## src/rtl/mux_pkg.sv

```systemverilog
// Shared definitions for the stream multiplexer: mode encodings and channel-index width.
// Pure declarations, no logic or latency.
// No flow control of its own.
package mux_pkg;

    localparam logic MODE_FIXED = 1'b0;
    localparam logic MODE_RR    = 1'b1;

    // A two-channel mux still needs a one-bit index, so never return zero.
    function automatic int chan_w(input int n);
        return (n <= 2) ? 1 : $clog2(n);
    endfunction

endpackage

```

## src/rtl/rr_arbiter.sv

```systemverilog
// Wrap-around priority search: first requester at or above ptr, else lowest requester.
// Purely combinational, zero latency.
// No backpressure; the caller qualifies the grant.
module rr_arbiter
    import mux_pkg::*;
#(
    parameter int NUM_IN = 4,
    parameter int SEL_W  = chan_w(NUM_IN)
)(
    input  logic [NUM_IN-1:0] req,
    input  logic [SEL_W-1:0]  ptr,
    output logic              gnt_valid,
    output logic [SEL_W-1:0]  gnt_idx
);

    logic [NUM_IN-1:0] hi_mask;
    logic [NUM_IN-1:0] hi_req;

    always_comb begin
        hi_mask   = '0;
        gnt_idx   = '0;
        gnt_valid = |req;
        for (int i = 0; i < NUM_IN; i++) begin
            hi_mask[i] = (i >= int'(ptr));
        end
        hi_req = req & hi_mask;
        // Downward scan so the lowest matching index is the one left standing.
        for (int i = NUM_IN - 1; i >= 0; i--) begin
            if (|hi_req) begin
                if (hi_req[i]) gnt_idx = SEL_W'(i);
            end else begin
                if (req[i]) gnt_idx = SEL_W'(i);
            end
        end
    end

endmodule

```

## src/rtl/stream_mux.sv

```systemverilog
// N:1 valid/ready stream mux, fixed select or round-robin; optional out_parity via STREAM_MUX_PARITY_EN.
// Latency 1 cycle (registered output), 1 beat/cycle with out_ready high.
// Backpressure: output register stalls while out_valid && !out_ready, holding all in_ready low.
module stream_mux
    import mux_pkg::*;
#(
    parameter  int NUM_IN = 4,
    parameter  int WIDTH  = 8,
    localparam int SEL_W  = chan_w(NUM_IN)
)(
    input  logic                    clk,
    input  logic                    reset_n,
    input  logic                    mode,
    input  logic [SEL_W-1:0]        sel,
    input  logic [NUM_IN*WIDTH-1:0] in_data,
    input  logic [NUM_IN-1:0]       in_valid,
    output logic [NUM_IN-1:0]       in_ready,
    output logic [WIDTH-1:0]        out_data,
    output logic [SEL_W-1:0]        out_chan,
    output logic                    out_valid,
    input  logic                    out_ready,
    output logic                    sel_err
`ifdef STREAM_MUX_PARITY_EN
    ,
    output logic                    out_parity
`endif
);

    logic [SEL_W-1:0] rr_ptr_q, rr_ptr_d;
    logic [WIDTH-1:0] out_data_q, out_data_d;
    logic [SEL_W-1:0] out_chan_q, out_chan_d;
    logic             out_vld_q, out_vld_d;
    logic             sel_err_q, sel_err_d;
    logic             par_q, par_d;

    logic             arb_vld;
    logic [SEL_W-1:0] arb_idx;
    logic             fixed_ok, load, grant_vld, take, xfer, sel_vld;
    logic [SEL_W-1:0] g;
    logic [WIDTH-1:0] sel_dat;

    rr_arbiter #(
        .NUM_IN (NUM_IN),
        .SEL_W  (SEL_W)
    ) u_arb (
        .req       (in_valid),
        .ptr       (rr_ptr_q),
        .gnt_valid (arb_vld),
        .gnt_idx   (arb_idx)
    );

    always_comb begin
        fixed_ok = (int'(sel) < NUM_IN);
        load     = !out_vld_q || out_ready;
        if (mode == MODE_RR) begin
            grant_vld = arb_vld;
            g         = arb_idx;
        end else begin
            grant_vld = fixed_ok;
            g         = sel;
        end

        // Explicit decode keeps an out-of-range sel from ever slicing past in_data.
        sel_dat = '0;
        sel_vld = 1'b0;
        for (int i = 0; i < NUM_IN; i++) begin
            if (g == SEL_W'(i)) begin
                sel_dat = in_data[i*WIDTH +: WIDTH];
                sel_vld = in_valid[i];
            end
        end

        take = reset_n && load && grant_vld;
        for (int i = 0; i < NUM_IN; i++) begin
            in_ready[i] = take && (g == SEL_W'(i));
        end
        xfer = take && sel_vld;

        out_data_d = out_data_q;
        out_chan_d = out_chan_q;
        par_d      = par_q;
        out_vld_d  = out_vld_q;
        rr_ptr_d   = rr_ptr_q;
        if (load) out_vld_d = xfer;
        if (xfer) begin
            out_data_d = sel_dat;
            out_chan_d = g;
            par_d      = ^sel_dat;
            if (mode == MODE_RR) begin
                rr_ptr_d = (g == SEL_W'(NUM_IN - 1)) ? '0 : g + SEL_W'(1);
            end
        end
        sel_err_d = (mode == MODE_FIXED) && !fixed_ok;
    end

    always_ff @(posedge clk) begin
        if (!reset_n) begin
            rr_ptr_q   <= '0;
            out_data_q <= '0;
            out_chan_q <= '0;
            out_vld_q  <= 1'b0;
            sel_err_q  <= 1'b0;
            par_q      <= 1'b0;
        end else begin
            rr_ptr_q   <= rr_ptr_d;
            out_data_q <= out_data_d;
            out_chan_q <= out_chan_d;
            out_vld_q  <= out_vld_d;
            sel_err_q  <= sel_err_d;
            par_q      <= par_d;
        end
    end

    assign out_data  = out_data_q;
    assign out_chan  = out_chan_q;
    assign out_valid = out_vld_q;
    assign sel_err   = sel_err_q;
`ifdef STREAM_MUX_PARITY_EN
    assign out_parity = par_q;
`else
    logic unused_par;
    assign unused_par = par_q;
`endif

endmodule

```

## config.mk

```make
export PLATFORM = sky130hd
export DESIGN_NAME = stream_mux
export DESIGN_NICKNAME = d
export VERILOG_FILES = /design/src/rtl/mux_pkg.sv /design/src/rtl/rr_arbiter.sv /design/src/rtl/stream_mux.sv
export SDC_FILE = /design/constraint.sdc
export NUM_CORES = 1
export LEC_CHECK = 0
export BUFFER_PORTS_ARGS = -buffer_cell sky130_fd_sc_hd__buf_2
export CORE_MARGIN = 2
export CORE_UTILIZATION = 47
export CTS_CLUSTER_SIZE = 24
export DETAILED_ROUTE_END_ITERATION = 12
export GPL_ROUTABILITY_DRIVEN = 0
export PLACE_DENSITY = 0.85
export REMOVE_ABC_BUFFERS = 1
export SYNTH_ARGS = -nofsm -noshare
export SYNTH_HDL_FRONTEND = slang
export SYNTH_SLANG_ARGS = --single-unit
```

## constraint.sdc

```tcl
create_clock -name clk -period 4.6 [get_ports clk]
set_input_delay 0.46 -clock clk [delete_from_list [all_inputs] [get_ports clk]]
set_output_delay 0.46 -clock clk [all_outputs]
set_load 0.005 [all_outputs]
```

==> results.rst <==
.. list-table::
   :header-rows: 1

   * - Metric
     - Value
   * - Number of fillers in the final layout
     - 197
   * - Site row count
     - 17
   * - Part of the total power dissipated in combinational logic
     - 42.1%
   * - Ratio of final minimum period to clock period
     - 76.15%
   * - Power dissipated by switching net loads
     - 0.0001335 W
   * - Transition time at the pin with the least slew margin
     - 0.8449 ns
   * - Core area
     - 2170 um^2
   * - Final setup fails
     - 0
   * - Summed area of non-filler cells in the final layout
     - 1331 um^2
   * - Remaining design rule violation count
     - 0
   * - Number of global-route vias before repair
     - 1,057
   * - Area Growth Syn to Fin
     - 25.32%
   * - Combined area of the multi-input logic cells
     - roughly 670 um^2
   * - Total leakage power
     - 0.6498 nW
   * - Antenna violations before repair
     - 0
   * - Syn Inst Count
     - 143
   * - Post-cts repair resize count
     - 0
   * - Routed len/inst
     - 13.80 um
   * - Most used DFF post-synth
     - dfxtp_1
   * - Clock share of power
     - 20.3%
   * - Int Power
     - 0.0002245 W
   * - Number of max-slew violations in the final report
     - 0
   * - Crit path largest cell delay
     - 0.55 ns
   * - CP Capture Type
     - flip-flop
   * - Critical path required time
     - 4.75 ns
   * - CP startpoint kind
     - flip-flop
   * - Family with the most delay on the worst path
     - compound AO/OA/AOI/OAI gates
   * - Avg Inst Size Synth
     - ~7.4 um^2
   * - Asr flop ratio synth
     - 0%
   * - Clock tree from TritonCTS
     - built
   * - Share of total power in sequential cells
     - 37.7%
   * - Die W
     - roughly 52 um
   * - Via density per instance
     - 5.717
   * - First-pass detailed-route iteration total
     - 4
   * - Remaining antenna violation count after routing
     - 0
   * - Vias
     - ~1,300
   * - Peak VDD IR
     - 0.0001332 V
   * - #FFs+latches synth
     - 13
   * - Setup TNS Final
     - 0 ns
   * - Most frequent cell on the critical path
     - and2_1
   * - Number of top-level pins
     - 58
   * - Series of cell instances along the critical path
     - nand2b_1, a311o_1, a221o_1, and2_1, ha_1, nand4bb_1, a41oi_2, and2_1, a311oi_2
   * - Iteration-0 DRC Markers
     - 38
   * - Count of buffer and inverter cells on the critical path
     - 0
   * - First-pass GRT wire length
     - ~4.6 mm
   * - Count of input and output buffers
     - 56
   * - Cell type of the slowest stage on the worst timing path
     - a41oi_2
   * - Maximum fanout count along the critical path
     - 19
   * - Number of nets in the final layout
     - roughly 240
   * - Layout cells sized above 1
     - around a third
   * - Worst clock skew on the final layout
     - 0.0008475 ns
   * - Final hold viol count
     - 0
   * - Root buffer selected by CTS
     - clkbuf_4
   * - Final routed wirelength across all metal layers
     - 3.022 mm
   * - Quantity of hold-fixing buffers added after cts
     - 0
   * - Insertion delay to the later sink of the worst-skew pair
     - 0.28 ns
   * - Highest clock rate
     - 0.2855 GHz
   * - Proportion of synthesized chip area in sequential cells
     - 24.50%
   * - Number of maximum-capacitance violations
     - 0
   * - Result of the run
     - finished, final reports clean
   * - Maximum number of pins on one net before global-route repair
     - 21
   * - Detailed placement HPWL
     - 2.306 mm
   * - GRT Total Usage
     - about 23%
   * - EDFF count, synth
     - 0
   * - Data arrival time at the worst-slack endpoint
     - 3.65 ns
   * - Setup repair after global routing missed its margin
     - false
   * - Worst-path clk slew
     - approximately 0.08 ns
   * - Remaining global-route overflow
     - 0
   * - Power per unit of standard cell area
     - 268.9 nW/um^2
   * - Number of unique standard cell types used by synthesis
     - 34
   * - Starting utilization of the core area
     - between 40% and 50%
   * - Placed inst area
     - about 1300 um^2
   * - H-tree level count
     - 1
   * - Sinks on Clock Net
     - 13
   * - Sequential standard cell area
     - about 260 um^2
   * - WS Path Type
     - reg -> reg
   * - # diodes
     - 0
   * - Reg-to-reg setup timing slack
     - between 1 and 1.5 ns
   * - Hold Crit Class
     - in -> reg
   * - Netlist area before placement
     - 1062 um^2
   * - Die Outline Area
     - 2656 um^2
   * - Worst slew margin relative to its limit
     - 43.57%
   * - Die height
     - about 52 um
   * - Number of warning messages in the yosys log
     - 0
   * - Number of buffers on the longest clock path
     - 2
   * - Post-CTS setup buffers
     - 0
   * - Post-layout minimum cycle time
     - 3.503 ns
   * - Number of buffers created by CTS
     - 3
   * - Switch share
     - between 30% and 40%
   * - Final Power
     - 0.0003580 W
-- sequential cells by signal (all words and copies together) (netlist names) --
register,flops
out_chan,2
rr_ptr_q,2
out_valid,1
out_data,8
-- area by class of cell --
class	instances	area share, %
tap	28	2.632
timing repair buffer	56	21.05
sequential	13	19.55
inverter	15	4.229
clock buffer	4	1.974
multi-input combinational	103	50.56
-- logic make-up after synthesis --
logic type,count (synthesis),share of synthesized area [%]
mux,2,1.885
simple gates,34,16.61
flops,13,24.50
compound gates,62,39.81
buf+inv,27,12.13
other cells,1,0.3530
fa+ha+maj,4,4.712
-- power groups by stage --
stage / Sequential (W) / Combinational, W / Clock (W)
6_report: 0.000135 / 0.000151 / 0.0000725
3_5_place_dp: 0.000137 / 0.000148 / 0
3_3_place_gp: 0.000137 / 0.000140 / 0
2_1_floorplan: 0.000137 / 0.0000913 / 0
4_1_cts: 0.000135 / 0.000149 / 0.0000700
5_1_grt: 0.000136 / 0.000167 / 0.0000757
-- Yosys cell counts, types with 3 or more instances --
| cell type | instances | area (um^2) |
|---|---|---|
| nand2_1 | 14 | 52.55 |
| a211oi_2 | 4 | 50.05 |
| and2_1 | 6 | 37.54 |
| a211oi_1 | 6 | 45.04 |
| dfxtp_1 | 13 | 260.3 |
| a22oi_1 | 8 | 60.06 |
| ha_1 | 4 | 50.05 |
| nand2b_1 | 3 | 18.77 |
| o21ai_0 | 10 | 50.05 |
| inv_1 | 15 | 56.30 |
| clkbuf_1 | 3 | 11.26 |
| a21oi_1 | 27 | 135.1 |
-- per-stage QoR --
step                utilization, %  setup slack (ns)  cells  hold WS (ns)
global route                 61.36            0.8895    219        0.4381
detailed placement           60.15             1.021    215        0.5163
CTS                          61.36             1.158    219        0.4318
global placement             60.15             1.212    215        0.4934
floorplan                        -             1.578    131        0.4671
finish                       61.36             1.097    219        0.4308
-- layer usage --
metal	wire (um)	track usage, %	vias to the layer above
met2	1593	41.45	59
li1	-	-	601
met3	214	3.161	6
met1	1167	26.43	586
met4	47	10.53	0
met5	0	0	-
-- worst paths after layout --
kind,from,end,depth (start not counted)
setup reg to reg,rr_ptr_q[0]$_SDFFE_PN0P_,out_chan[1]$_SDFFE_PN0P_,9
hold reg to reg,out_data[3]$_SDFFE_PN0P_,out_data[3]$_SDFFE_PN0P_,2
hold / removal,reset_n,out_valid$_SDFFE_PN0N_,2
setup / recovery,rr_ptr_q[0]$_SDFFE_PN0P_,out_chan[1]$_SDFFE_PN0P_,9
-- cell usage in the layout, fill, tap and decap left out, types with 2 or more instances in the layout --
cell type and count:
nand2_1 14, nand2b_1 3, a211oi_1 6, buf_2 56
o21ai_0 10, nor2b_1 2, and2_1 6, dfxtp_1 13
nor2_1 2, nor3_1 2, a21oi_1 27, inv_1 15
mux2i_1 2, ha_1 4, a211oi_2 4, clkbuf_4 3
a22oi_1 8
(Power assumes the default switching activity.)
